File: src/rtl/mem_wb_skid_stage_pkg.sv
// Shared pipeline definitions for the MEM->WB stage.
// Control-vector bit positions and the decoded write-back control bundle.
package mem_wb_skid_stage_pkg;

   localparam int unsigned CTRL_W       = 9;

   localparam int unsigned ALUSRC_IDX   = 0;
   localparam int unsigned ALUOP0_IDX   = 1;
   localparam int unsigned ALUOP1_IDX   = 2;
   localparam int unsigned MEMTOREG_IDX = 3;
   localparam int unsigned MEMREAD_IDX  = 4;
   localparam int unsigned MEMWRITE_IDX = 5;
   localparam int unsigned REGWRITE_IDX = 6;
   localparam int unsigned BRANCH_IDX   = 7;
   localparam int unsigned JUMP_IDX     = 8;

   typedef struct packed {
      logic mem_to_reg;
      logic reg_write;
   } wb_ctrl_t;

   localparam int unsigned WB_CTRL_W = $bits(wb_ctrl_t);

   function automatic int unsigned entry_w(
      input int unsigned data_w,
      input int unsigned rd_w
   );
      return 2 * data_w + rd_w + WB_CTRL_W;
   endfunction

endpackage

File: src/rtl/mem_wb_skid_stage_pipe_entry_reg.sv
// One pipeline slot: a valid flag plus an opaque payload word.
// Clear wins over load; the payload only changes on load.
module pipe_entry_reg #(
   parameter int unsigned PAYLOAD_W = 8
) (
   input  logic                 clock,
   input  logic                 reset_n,
   input  logic                 load,
   input  logic                 clear,
   input  logic [PAYLOAD_W-1:0] load_payload,
   output logic                 valid,
   output logic [PAYLOAD_W-1:0] payload
);

   logic                 valid_d;
   logic                 valid_q;
   logic [PAYLOAD_W-1:0] payload_d;
   logic [PAYLOAD_W-1:0] payload_q;

   always_comb begin
      valid_d   = valid_q;
      payload_d = payload_q;
      if (load) begin
         valid_d   = 1'b1;
         payload_d = load_payload;
      end
      if (clear) begin
         valid_d = 1'b0;
      end
   end

   always_ff @(posedge clock or negedge reset_n) begin
      if (!reset_n) begin
         valid_q   <= 1'b0;
         payload_q <= '0;
      end else begin
         valid_q   <= valid_d;
         payload_q <= payload_d;
      end
   end

   assign valid   = valid_q;
   assign payload = payload_q;

endmodule

File: src/rtl/mem_wb_skid_stage.sv
// MEM->WB pipeline register with valid/ready flow control,
// flush, optional skid slot and write-back data selection.
module mem_wb_skid_stage #(
   parameter int unsigned DATA_W       = 32,
   parameter int unsigned RD_W         = 5,
   parameter int unsigned CTRL_W       = mem_wb_skid_stage_pkg::CTRL_W,
   parameter int unsigned MEMTOREG_IDX = mem_wb_skid_stage_pkg::MEMTOREG_IDX,
   parameter int unsigned REGWRITE_IDX = mem_wb_skid_stage_pkg::REGWRITE_IDX,
   parameter int unsigned SKID         = 1,
   parameter int unsigned ZERO_REG_WR  = 0
) (
   input  logic              clock,
   input  logic              reset_n,
   input  logic              in_valid,
   output logic              in_ready,
   input  logic [DATA_W-1:0] in_result,
   input  logic [DATA_W-1:0] in_read_data,
   input  logic [RD_W-1:0]   in_rd,
   input  logic [0:CTRL_W-1] in_ctrl,
   input  logic              flush,
   output logic              out_valid,
   input  logic              out_ready,
   output logic [DATA_W-1:0] out_result,
   output logic [DATA_W-1:0] out_read_data,
   output logic [RD_W-1:0]   out_rd,
   output logic              out_mem_to_reg,
   output logic              out_reg_write,
   output logic [DATA_W-1:0] out_wb_data
);

   import mem_wb_skid_stage_pkg::*;

   localparam int unsigned PW = entry_w(DATA_W, RD_W);

   wb_ctrl_t        in_wb;
   logic            rd_ok;
   logic [PW-1:0]   in_payload;
   logic [PW-1:0]   main_payload;
   logic [PW-1:0]   skid_payload;
   logic [PW-1:0]   main_src;
   logic            main_valid;
   logic            skid_valid;
   logic            main_rw;
   logic            accept;
   logic            drain;
   logic            main_load;
   logic            main_clear;
   logic            main_sel_skid;
   logic            skid_load;
   logic            skid_clear;
   logic            ctrl_unused;

   // rd==0 writes are folded into the stored RegWrite bit at capture time
   assign rd_ok = (ZERO_REG_WR != 0) || (in_rd != '0);

   assign in_wb.mem_to_reg = in_ctrl[MEMTOREG_IDX];
   assign in_wb.reg_write  = in_ctrl[REGWRITE_IDX] & rd_ok;
   assign ctrl_unused      = ^in_ctrl;

   assign in_payload = {in_result, in_read_data, in_rd, in_wb};

   assign accept = in_valid & in_ready;
   assign drain  = main_valid & out_ready;

   always_comb begin
      main_load     = 1'b0;
      main_sel_skid = 1'b0;
      skid_load     = 1'b0;
      skid_clear    = 1'b0;
      if (SKID != 0) begin
         main_sel_skid = drain & skid_valid;
         main_load     = main_sel_skid
                       | (accept & (~main_valid | drain));
         skid_load     = accept & main_valid & ~drain;
         skid_clear    = main_sel_skid;
      end else begin
         main_load = accept;
      end
      main_clear = drain & ~main_load;
      if (flush) begin
         main_load  = 1'b0;
         skid_load  = 1'b0;
         main_clear = 1'b1;
         skid_clear = 1'b1;
      end
   end

   assign main_src = main_sel_skid ? skid_payload : in_payload;

   pipe_entry_reg #(
      .PAYLOAD_W (PW)
   ) u_main (
      .clock        (clock),
      .reset_n      (reset_n),
      .load         (main_load),
      .clear        (main_clear),
      .load_payload (main_src),
      .valid        (main_valid),
      .payload      (main_payload)
   );

   generate
      if (SKID != 0) begin : g_skid
         // in_ready comes straight from the skid flop, no comb path
         assign in_ready = ~skid_valid;

         pipe_entry_reg #(
            .PAYLOAD_W (PW)
         ) u_skid (
            .clock        (clock),
            .reset_n      (reset_n),
            .load         (skid_load),
            .clear        (skid_clear),
            .load_payload (in_payload),
            .valid        (skid_valid),
            .payload      (skid_payload)
         );
      end else begin : g_noskid
         logic skid_unused;

         assign in_ready     = ~main_valid | out_ready;
         assign skid_valid   = 1'b0;
         assign skid_payload = '0;
         assign skid_unused  = skid_load | skid_clear;
      end
   endgenerate

   assign {out_result, out_read_data, out_rd,
           out_mem_to_reg, main_rw} = main_payload;

   assign out_valid     = main_valid;
   assign out_reg_write = main_rw & main_valid;
   assign out_wb_data   = out_mem_to_reg ? out_read_data
                                         : out_result;

endmodule

File: config.mk
export PLATFORM = sky130hd
export DESIGN_NAME = mem_wb_skid_stage
export DESIGN_NICKNAME = d
export VERILOG_FILES = /design/src/rtl/mem_wb_skid_stage_pkg.sv /design/src/rtl/mem_wb_skid_stage_pipe_entry_reg.sv /design/src/rtl/mem_wb_skid_stage.sv
export SDC_FILE = /design/constraint.sdc
export NUM_CORES = 1
export LEC_CHECK = 0
export ABC_AREA = 1
export CAP_MARGIN = 20
export CELL_PAD_IN_SITES_DETAIL_PLACEMENT = 1
export CELL_PAD_IN_SITES_GLOBAL_PLACEMENT = 1
export CORE_UTILIZATION = 39
export CTS_BUF_LIST = sky130_fd_sc_hd__clkbuf_4 sky130_fd_sc_hd__clkbuf_8
export CTS_CLUSTER_DIAMETER = 120
export DETAILED_ROUTE_END_ITERATION = 6
export PLACE_DENSITY_LB_ADDON = 0.1
export RECOVER_POWER = 25
export SYNTH_ARGS = -nofsm -noshare
export SYNTH_HDL_FRONTEND = slang
export SYNTH_HIERARCHICAL = 1
export SYNTH_SLANG_ARGS = --single-unit
export TNS_END_PERCENT = 50
File: constraint.sdc
create_clock -name clock -period 2.95 [get_ports clock]
set_input_delay 0.885 -clock clock [delete_from_list [all_inputs] [get_ports clock]]
set_output_delay 0.885 -clock clock [all_outputs]
set_load 0.005 [all_outputs]
; ---- Yosys cells after proc, flatten, opt, wreduce, memory -nomap -nowiden
; Cells that the tools add are included.
[word_totals]
register_bits = 144
latch_bits = 0
ramBits = 0
romBits = 0
inputBits = 83
output_inout_bits = 105
elab_cells = 32
n_memories = 0
[classes]
addsub = 0
multipliers = 0
div_mod_pow = 0
magnitude_cmp = 0
n_eq_ne = 0
shift = 0
mux = 10
bitwise_logic = 15
reduce_logical = 3
[op_table]
columns = operator, count
row1 = $mux 71, 1
row2 = $mux 32, 1
row3 = $and 1x1->1, 9
row4 = $mux 1, 8
row5 = $reduce_bool 5->1, 1
row6 = $not 1->1, 4
row7 = $reduce_bool 2->1, 2
row8 = $or 1x1->1, 2

; ---- Longest topological paths before layout
; Gate-level depths: netlist of run 1.
[depth]
depth_word = 8
mapped_depth = 9

; ---- By module
; The synthesis of run 1 kept the hierarchy.
[modules_own_cells]
columns = mod, instances, cells_per_inst, area_per_inst_um2, seq_area_each_um2
row1 = pipe_entry_reg, 2, 303, 2757.6, 1801.7
row2 = mem_wb_skid_stage, 1, 283, 1390.1, 0.0

; ---- Worst setup path after synthesis of run 1
; OpenSTA, ideal clock, no wires.
[synth_timing]
kind = register to output
start = reg u_main.payload_q[1] (netlist: u_main/payload[1])
end = out out_wb_data[0]
arrival_ps = 1064
slack_ps = 1001
path_stages_with_launch = 4
path_buffers = 2
cell_sequence = dfrtp_1 -> clkbuf_2 -> buf_2 -> mux2_2
[synth_between]
elab_chain_cells = 1
[synth_rtl]
columns = element, line_no
row1 = start: declaration, mem_wb_skid_stage_pipe_entry_reg.sv:18  ; logic [PAYLOAD_W-1:0] payload_q;
row2 = start signal: assignment, mem_wb_skid_stage_pipe_entry_reg.sv:38  ; payload_q <= payload_d;
row3 = $mux 32, mem_wb_skid_stage.sv:133  ; assign out_wb_data = out_mem_to_reg ? out_read_data
row4 = end: declaration, mem_wb_skid_stage.sv:28  ; output logic [DATA_W-1:0] out_wb_data
; No other way between the ends.

; ---- Final worst setup path of run 1
[layout_timing]
start = reg u_main.payload_q[1] (netlist: u_main/payload[1])
end = out out_wb_data[16]
; The elaborated chain is that of the path after synthesis.

==> results.md, run 1 <==
- Asr flop ratio synth: 100%
- H-tree level count: 4
- Slew Viols, Final: 0
- Mapped Cells: 889
- Measured slew at the worst slew-check pin: 1270 ps
- Synth warnings: 6
- Row count: 48
- Post-Syn Nets: 972
- Final setup TNS: 0 ps
- Drt wl/cell: 15.5 µm
- Initial antenna violation count: 0
- Core Footprint: 17300 µm²
- CTS buffer count: 17
- Pint: 0.00386 W
- CTS Buffer Depth: 2
- IO buf count: 180
- GRT Total Usage: 23.1%
- Share of cells above drive strength 1: 8.21%
- Die height: 135 µm
- Sequential power share: 48.3%
- Fin. Hold Viols: 0
- Yosys top cell area share: 52.2%
- Worst setup margin: 95.3 ps
- Leak Pwr: 4.78 nW
- Reg clk slew, reported paths: 80 ps
- Synth top area cells: dfrtp_1 (52%), nand2_1 (35%), mux2_2 (4.9%)
- DRC viols: 0
- Area after DPL: 8820 µm²
- CTS tree: built
- Die area: 18200 µm²
- NetSw: 0.00159 W
- N_diodes: 0
- Crit-path cells: buf_4 -> mux2_2 -> clkdlybuf4s50_1
- Io pins: 188
- Dominant synthesized flop cell: dfrtp_1
- Outcome: finished clean
- Final ANT Viol Nets: 0
- Vias in the first global route: 6435
- RSZ-0062 raised after global routing: false
- Final Skew: 14.5 ps
- Setup violations, final: 0
- Critical path class: reg -> out
- Fin area: 9160 µm²
- Worst VDD drop: 266 µV
- Root Driver: clkbuf_8
- Clk_lat worst skew: 450 ps
- Drt pass-1 iters: 4
- CP required: 2070 ps
- CP max stage delay: 480 ps
- Comb power frac: 24.3%
- Fin nets: 1143
- Max Fanout on Critical Path: 18
- Layout area overhead: 32.7%
- Switching Fraction: 29.2%
- Chip Width: 135 µm
- FMAX: 350 MHz
- DRT iter0 DRCs: 261
- Fillers: 2179
- Crit-path slowest cell: clkdlybuf4s50_1
- Area leader, netlist: dfrtp_1
- Worst R2R Setup Slack: 1170 ps
- FF+latch count, synth: 144
- Period utilization: 96.8%
- # resized after CTS: 0
- Gpl congestion: 0.705
- Crit end category: output port
- Mean Syn Cell Area: 7.77 µm²
- Largest net degree at the start of global routing: 56
- CTS sink cnt: 144
- Netlist cell types: 19
- Max_slew headroom: 15.5%
- EDFF count, synth: 0
- Seq/Total Area, Yosys: 52.2%
- Routed via count: 6178
- First-pass GRT wire length: 32600 µm
- Starting Density: 39.9%
- CP arrival: 1970 ps
- Max_cap viols: 0
- Total Routed Length: 20100 µm
- Power Density: 595 nW/µm²
- # hold bufs at CTS: 0
- CP Launch Type: flip-flop
- Vias/cell: 4.76
- Post-CTS setup buffer count: 0
- Final global-route overflow total: 0
- Clock network fraction of design power: 27.4%
- Min Clock Period, post-route: 2850 ps
- HP Class: reg -> reg
- Mapped Area: 6910 µm²
- Post-detail-place hpwl: 13400 µm
- Pre-CTS setup slack: 275 ps
==> cells in the mapped netlist, types with 2 or more instances <==
cell type,count
inv_6,2
nand3_1,3
dfrtp_1,144
mux2_2,30
buf_4,12
buf_2,11
nor2_1,6
mux2_1,2
inv_1,7
nand2_1,641
buf_6,23
==> metrics by stage <==
| stage | instances | util, % | total power, W | hold WS (ps) |
|---|---|---|---|---|
| 3_5_place_dp | 1266 | 51.0 | 0.00402 | 458 |
| 3_3_place_gp | 1266 | 51.0 | 0.00395 | 454 |
| 5_1_grt | 1297 | 53.0 | 0.00576 | 490 |
| 2_1_floorplan | 889 | - | 0.00318 | 442 |
| 6_report | 1297 | 53.0 | 0.00545 | 474 |
| 4_1_cts | 1297 | 53.1 | 0.00553 | 369 |
==> cells in the final DEF (no fill, tap or decap), drive strengths merged <==
cell type and instances:
clkinvlp 8, inv 10, nand3 4, nor2 6
nand4 1, buf 17, nor4 1, nand2 641
clkbuf 23, mux2 32, clkdlybuf4s50 179, dfrtp 144
bufinv 1, o21ai 1, a21oi 1, clkinv 3
==> power groups by stage <==
| stage | Combinational, W | Clock [W] | Sequential (W) |
|---|---|---|---|
| after floorplan | 0.000563 | 0 | 0.00262 |
| after global placement | 0.00129 | 0 | 0.00265 |
| after detailed placement | 0.00135 | 0 | 0.00267 |
| after CTS | 0.00136 | 0.00154 | 0.00264 |
| after global routing | 0.00148 | 0.00159 | 0.00269 |
| final | 0.00132 | 0.00149 | 0.00263 |
==> kinds of logic (layout without fill, tap and decap cells) <==
| family | Yosys count | count (layout) | synth area share [%] |
|---|---|---|---|
| compound gates | 2 | 2 | 0.145 |
| buf+inv | 58 | 241 | 6.74 |
| flops | 144 | 144 | 52.2 |
| mux | 32 | 32 | 5.22 |
| simple gates | 653 | 653 | 35.7 |
==> cell type report <==
cell class | instances | area, µm² | share of cell area, %
Sequential cell | 144 | 3600 | 39.3
Clock buffer | 19 | 262 | 2.85
Inverter | 10 | 52.6 | 0.574
Timing Repair Buffer | 200 | 1990 | 21.7
Tap cell | 225 | 282 | 3.07
Multi-Input combinational cell | 687 | 2860 | 31.2
Clock inverter | 12 | 113 | 1.23
==> critical path: cells and delay by family, from the launching register on <==
family	cells	cell delay, ps
flops	1	360
mux	1	380
buf+inv	2	770
==> flip-flops by register name, summed over array words and instances (netlist names) <==
signal / cells
g_skid.u_skid/valid: 1
u_main/valid: 1
g_skid.u_skid/payload: 71
u_main/payload: 71
==> layer usage <==
metal	vias to the layer above	GRT usage, %	share of wire [%]	routed length [µm]
met5	-	0	0	0
met4	0	6.99	1.4	275
met3	21	5.14	5.2	1050
met2	132	40.0	50	10000
li1	3017	-	-	-
met1	3008	28.6	43	8710
==> path summary, 6_finish.rpt <==
path                                             endpoint  cells past startpoint                       from
worst max-delay path                      out_wb_data[16]                      3          u_main/payload[1]
worst min-delay path            g_skid.u_skid/payload[49]                      2  g_skid.u_skid/payload[49]
worst max register to register  g_skid.u_skid/payload[53]                      7               u_main/valid
worst min register to register  g_skid.u_skid/payload[49]                      2  g_skid.u_skid/payload[49]
max in group asynchronous              u_main/payload[58]                      2                    reset_n
min in group asynchronous       g_skid.u_skid/payload[12]                      1                    reset_n
Note: power is estimated with default switching activity, not from simulation.
==> run 2, diff against run 1 <==
- CORE_UTILIZATION: 39 -> 32
- clock period: 2.95 -> 2.35 ns (I/O delays scaled with it)
==> run 2 against run 1 <==
Compared with the run above:
- final cell count rose by 5.2%
- non-clock buffer count increased by 16
- cell area rose by 4.3%
- the run now ends with max-capacitance violations, max-slew violations left
- critical endpoint is now out_wb_data[0]
- utilization down 7.7 points
- critical path depth increased by 1
- worst setup slack worse by 53 ps
- sequential share of layout area down 1.6 points
- global-route usage fell by 2.9 points
- clock-buffer cell count is 1 higher
- highest routed layer unchanged
- combinational power increased by 33%
==> results.md, run 2 (synthesis results as in run 1) <==
- CTS sink cnt: 144 (unchanged)
- CP delay by family, top: flip-flops (was buffers and inverters)
- Drt wl/cell: 15.4 µm (was 15.5 µm)
- Final ANT Viol Nets: 0 (unchanged)
- Buf/Inv on CP: 3 (was 2)
- Die area: 22200 µm² (was 18200 µm²)
- Grt met2 use: 33.0% (was 40.0%)
- CTS tree: built (unchanged)
- Period utilization: 98.2%
- First-pass GRT wire length: 34700 µm (was 32600 µm)
- # hold bufs at CTS: 0 (unchanged)
- Hold_sp: g_skid.u_skid/payload[42] (was g_skid.u_skid/payload[49])
- Most frequent cells in the layout: nand2_1 (641), clkdlybuf4s50_1 (146), dfrtp_1 (142) (was nand2_1 (641), clkdlybuf4s50_1 (179), dfrtp_1 (143))
- Critical path class: reg -> out (unchanged)
- CP required: 1640 ps (was 2070 ps)
- Share of cells above drive strength 1: 12.5% (was 8.21%)
- Chip Width: 149 µm (was 135 µm)
- Outcome: complete, but fails checks (was finished clean)
- Die height: 149 µm (was 135 µm)
- Clk_lat worst skew: 440 ps (was 450 ps)
- Largest net degree at the start of global routing: 72 (was 56)
- Post-detail-place hpwl: 13400 µm (about the same)
- Root Driver: clkbuf_8 (unchanged)
- Pre-CTS setup slack: -85.7 ps (was 275 ps)
- Worst r2r dst: u_main/payload[24] (was g_skid.u_skid/payload[53])
- Row count: 53 (was 48)
- Crit-path cells: buf_6 -> buf_12 -> mux2_4 -> buf_6 (was buf_4 -> mux2_2 -> clkdlybuf4s50_1)
- Total Routed Length: 21100 µm (was 20100 µm)
- Starting Density: 32.7% (was 39.9%)
- Most used cell, CP: buf_6
- CTS buffer count: 17 (unchanged)
- H-tree level count: 4 (unchanged)
- Setup violations, final: 0 (unchanged)
- GR Util met1: 27.0% (was 28.6%)
- Critical R2R Launch: g_skid.u_skid/valid (was u_main/valid)
- GR Util met3: 4.22% (was 5.14%)
- Fin. Hold Viols: 0 (unchanged)
- Final global-route overflow total: 0 (unchanged)
- Max Fanout on Critical Path: 5 (was 18)
- Commonest non-fill, non-tap cell in the layout: nand2_1 (unchanged)
- CP max stage delay: 450 ps (was 480 ps)
- Max_slew headroom: -13.9% (was 15.5%)
- DRC viols: 0 (unchanged)
- Io pins: 188 (unchanged)
- Routed via count: 6227 (was 6178)
- Critical Path Stages: 4 (was 3)
- Gpl congestion: 0.767 (was 0.705)
- Final Skew: 12.1 ps (was 14.5 ps)
- DRT iter0 DRCs: 290 (was 261)
- Vias in the first global route: 6541 (was 6435)
- Path depth of the worst reg2reg path: 6 (was 7)
- Initial antenna violation count: 1 (was 0)
- HP Class: reg -> reg (unchanged)
- Worst R2R Setup Slack: 710 ps (was 1170 ps)
- Reg clk slew, reported paths: 80 ps (about the same)
- Crit path to: out_wb_data[0] (was out_wb_data[16])
- Min Clock Period, post-route: 2310 ps
- Worst setup path start: u_main/payload[1] (unchanged)
- Worst VDD drop: 311 µV (was 266 µV)
- Max_cap viols: 2 (was 0)
- CP arrival: 1600 ps (was 1970 ps)
- Measured slew at the worst slew-check pin: 1710 ps (was 1270 ps)
- Layout area overhead: 38.4% (was 32.7%)
- Leak Pwr: 5.04 nW (was 4.78 nW)
- Fin nets: 1159 (was 1143)
- Crit end category: output port (unchanged)
- CP Launch Type: flip-flop (unchanged)
- Power Density: 742 nW/µm² (was 595 nW/µm²)
- Slew Viols, Final: 100 (was 0)
- GR peak layer: met2 (unchanged)
- GRT Total Usage: 20.2% (was 23.1%)
- Drt pass-1 iters: 4 (unchanged)
- Post-layout util: 45.3% (was 53.0%)
- FMAX: 433 MHz
- Core Footprint: 21100 µm² (was 17300 µm²)
- Failing checks: max-capacitance violations, max-slew violations
- IO buf count: 180 (unchanged)
- Vias/cell: 4.56 (was 4.76)
- Crit-path slowest cell: dfrtp_2 (was clkdlybuf4s50_1)
- CTS Buffer Depth: 2 (unchanged)
- Worst setup margin: 42.4 ps (was 95.3 ps)
- Fillers: 2605 (was 2179)
- RSZ-0062 raised after global routing: true (was false)
-- run 2: changes by cell type in the layout (fill, tap and decap cells not counted), moves of 9 or more --
cell	delta
buf_2	+9
mux2_4	+15
clkdlybuf4s50_1	-33
mux2_2	-13
buf_12	+9
buf_6	+18
-- run 2: per-stage QoR --
| step | cells | power, W | TNS, ps | hold slack, ps | instance area [µm²] |
|---|---|---|---|---|---|
| 2_1_floorplan | 889 | 0.00399 | 0 | 409 | 6910 |
| 3_3_place_gp | 1324 | 0.00501 | -1180 | 454 | 9060 |
| 3_5_place_dp | 1324 | 0.00506 | -3850 | 459 | 9060 |
| 4_1_cts | 1369 | 0.00719 | -2450 | 187 | 9600 |
| 5_1_grt | 1364 | 0.00754 | -301 | 494 | 9550 |
| 6_report | 1365 | 0.00709 | 0 | 473 | 9560 |
-- run 2: layer usage --
metal | up-vias | part of all wire, % | wire length [µm]
li1 | 3056 | - | -
met1 | 3034 | 48 | 10100
met2 | 126 | 47 | 9950
met3 | 11 | 4.1 | 873
met4 | 0 | 0.83 | 174
met5 | - | 0 | 0
-- run 2: worst reg2reg max path, cell delays in order (launching register included) --
cell and delay (ps):
dfrtp_1 450, inv_1 130, nand3_1 140, a21oi_4 290
inv_6 270, nand2_1 190, nand2_1 60
-- run 2: final cells by class --
type | count | area, µm² | area share (%)
multi-input combinational | 687 | 2920 | 30.5
antenna | 1 | 2.50 | 0.0262
clock inverter | 12 | 136 | 1.43
timing repair buffer | 216 | 2230 | 23.3
inverter | 10 | 52.6 | 0.550
sequential | 144 | 3610 | 37.7
tap | 275 | 344 | 3.60
clock buffer | 20 | 269 | 2.81
-- run 2: timing repair --
item	CTS	global route
pin swaps	0	0
endpoints found under the setup margin	32	33
setup buffers	10	0
gates cloned	3	0
gates resized for setup	131	32
-- run 2: power by group --
group          switching [W]  internal [W]  total [W]
clock network        0.00101       0.00101    0.00203
registers           0.000333       0.00298    0.00331
logic               0.000721       0.00103    0.00176
total                0.00207       0.00502    0.00709
-- run 2: how the worst min path moves through the flow --
stage                                end  cells past startpoint  slack (ps)
4_1_cts        g_skid.u_skid/payload[15]                      2         190
3_3_place_gp   g_skid.u_skid/payload[62]                      2         450
6_report       g_skid.u_skid/payload[42]                      2         470
5_1_grt        g_skid.u_skid/payload[55]                      2         490
3_5_place_dp   g_skid.u_skid/payload[55]                      2         460
2_1_floorplan   g_skid.u_skid/payload[0]                      0         410
==> run 3, diff against run 2 <==
- REMOVE_ABC_BUFFERS: not set -> 1
==> run 3 against run 2 <==
Compared with the run above:
- the flow finishes with violations (negative setup slack)
- highest routed layer unchanged
- combinational power up 3%
- flip-flop and latch count unchanged
- first-iteration DRC count decreased by 1.4%
- sequential power barely moved
- cell area grew 0.75%
==> results.md, run 3 (synthesis results as in run 1) <==
- Final ANT Viol Nets: 0 (unchanged)
- Setup violations, final: 10 (was 0)
- Period utilization: 102% (was 98.2%)
- Gpl congestion: 0.706 (was 0.767)
- Post-Place Cells: 1328 (was 1324)
- Clock network fraction of design power: 27.7% (was 28.6%)
- Area after DPL: 9090 µm² (was 9060 µm²)
- Worst R2R Setup Slack: 760 ps (was 710 ps)
- Max_slew headroom: 15.6% (was -13.9%)
- FMAX: 416 MHz (was 433 MHz)
- Total Routed Length: 21200 µm (was 21100 µm)
- Fin nets: 1170 (was 1159)
- Post-detail-place hpwl: 13600 µm (was 13400 µm)
- Worst VDD drop: 317 µV (was 311 µV)
- Max Fanout on Critical Path: 5 (unchanged)
- Crit end category: output port (unchanged)
- Drt wl/cell: 15.4 µm (about the same)
- CTS tree: built (unchanged)
- CTS buffer count: 17 (unchanged)
- Fillers: 2589 (was 2605)
- Chip Width: 149 µm (unchanged)
- Worst setup margin: -51.9 ps (was 42.4 ps)
- Reg area: 3610 µm² (unchanged)
- Die height: 149 µm (unchanged)
- Row count: 53 (unchanged)
- Area of the multi-input gates: 2910 µm² (was 2920 µm²)
- HP Class: reg -> reg (unchanged)
- Fin. Hold Viols: 0 (unchanged)
- Final Non-Filler Cells: 1375 (was 1365)
- Vias/cell: 4.52 (was 4.56)
- Fin area: 9630 µm² (was 9560 µm²)
- Measured slew at the worst slew-check pin: 1270 ps (was 1710 ps)
- NetSw: 0.00209 W (was 0.00207 W)
- RSZ-0062 raised after global routing: true (unchanged)
- H-tree level count: 4 (unchanged)
- N_diodes: 0 (was 1)
- CP arrival: 1700 ps (was 1600 ps)
- Slew Viols, Final: 0 (was 100)
- Drt pass-1 iters: 4 (unchanged)
- CTS sink cnt: 144 (unchanged)
- Commonest non-fill, non-tap cell in the layout: nand2_1 (unchanged)
- Clk_lat worst skew: 450 ps (was 440 ps)
- Leak Pwr: 5.09 nW (was 5.04 nW)
- Max_cap viols: 0 (was 2)
- Initial antenna violation count: 0 (was 1)
- Comb power frac: 25.7% (was 24.7%)
- Most frequent cells in the layout: nand2_1 (641), clkdlybuf4s50_1 (146), dfrtp_1 (142) (unchanged)
- Final global-route overflow total: 0 (unchanged)
- Crit-path slowest cell: dfrtp_2 (unchanged)
- Starting Density: 32.7% (unchanged)
- DRC viols: 0 (unchanged)
- GRT Total Usage: 20.2% (about the same)
- Buf/Inv on CP: 4 (was 3)
- Root Driver: clkbuf_8 (unchanged)
- Reg clk slew, reported paths: 80 ps (about the same)
- Sequential power share: 46.6% (was 46.7%)
- Vias in the first global route: 6298 (was 6541)
- DRT iter0 DRCs: 286 (was 290)
- CTS Buffer Depth: 2 (unchanged)
- Final Skew: 13.5 ps (was 12.1 ps)
- Largest net degree at the start of global routing: 47 (was 72)
- Power Density: 736 nW/µm² (was 742 nW/µm²)
- First-pass GRT wire length: 34400 µm (was 34700 µm)
- CP required: 1640 ps (about the same)
- Outcome: complete, but fails checks (unchanged)
- Core Footprint: 21100 µm² (unchanged)
- Io pins: 188 (unchanged)
- Min Clock Period, post-route: 2400 ps (was 2310 ps)
- Layout area overhead: 39.4% (was 38.4%)
- Share of cells above drive strength 1: 13.5% (was 12.5%)
- Failing checks: negative setup slack (was max-capacitance violations, max-slew violations)
- Pint: 0.00500 W (was 0.00502 W)
- Critical path class: reg -> out (unchanged)
- # hold bufs at CTS: 0 (unchanged)
- Hold Slack: 475 ps (was 473 ps)
- CP max stage delay: 440 ps (was 450 ps)
- CP Launch Type: flip-flop (unchanged)
- CP delay by family, top: buffers and inverters (was flip-flops)
- Crit-path cells: buf_6 -> buf_12 -> buf_12 -> mux2_4 -> buf_6 (was buf_6 -> buf_12 -> mux2_4 -> buf_6)
- Routed via count: 6218 (was 6227)
- Switching Fraction: 29.5% (was 29.2%)
- Die area: 22200 µm² (unchanged)
- IO buf count: 180 (unchanged)
-- run 3: worst paths after layout --
kind,end,cells past startpoint,startpoint
max in group asynchronous,g_skid.u_skid/payload[53],2,reset_n
worst max-delay path,out_wb_data[31],5,u_main/payload[1]
min in group asynchronous,u_main/payload[33],1,reset_n
worst min register to register,g_skid.u_skid/payload[47],2,g_skid.u_skid/payload[47]
worst max register to register,u_main/payload[2],6,g_skid.u_skid/valid
worst min-delay path,g_skid.u_skid/payload[47],2,g_skid.u_skid/payload[47]
-- run 3: routing by layer --
layer	global-route usage, %	part of all wire, %	vias up	routed length [µm]
met5	0	0	-	0
li1	-	-	3076	-
met1	27.8	48	3003	10200
met2	32.6	47	125	9980
met3	3.98	4.1	14	870
met4	4.74	0.72	0	153
-- run 3: power groups by stage --
stage          registers (W)  logic [W]  clock network, W
2_1_floorplan        0.00330   0.000648                 0
3_3_place_gp         0.00333    0.00168                 0
3_5_place_dp         0.00335    0.00172                 0
4_1_cts              0.00331    0.00187           0.00204
5_1_grt              0.00337    0.00203           0.00215
6_report             0.00330    0.00182           0.00196
-- run 3: area by class of cell --
| class | count | area share, % |
|---|---|---|
| Sequential cell | 144 | 37.5 |
| Multi-Input combinational cell | 687 | 30.2 |
| Timing Repair Buffer | 227 | 24.2 |
| Tap cell | 275 | 3.57 |
| Clock buffer | 18 | 2.51 |
| Clock inverter | 14 | 1.49 |
| Inverter | 10 | 0.546 |
-- run 3: through the flow --
stage	utilization (%)	worst slack, ps	TNS [ps]	total power (W)
after floorplan	-	-5100	-587840	0.00395
after global placement	43.1	36.7	0	0.00501
after detailed placement	43.1	-13.0	-13.8	0.00507
after CTS	46.0	-154	-2200	0.00722
after global routing	45.7	-118	-1000	0.00755
final	45.7	-51.9	-215	0.00709
-- run 3: what timing repair did --
action / 4_1_cts / 5_1_grt
cloned: 3 / 0
gates resized for setup: 126 / 24
setup endpoints to repair: 32 / 29
setup buffers: 14 / 0
-- run 3: worst min-delay path, cell delays in order, from the launching register on --
cell     delay [ps]
dfrtp_1         350
nand2_1          50
nand2_1          50
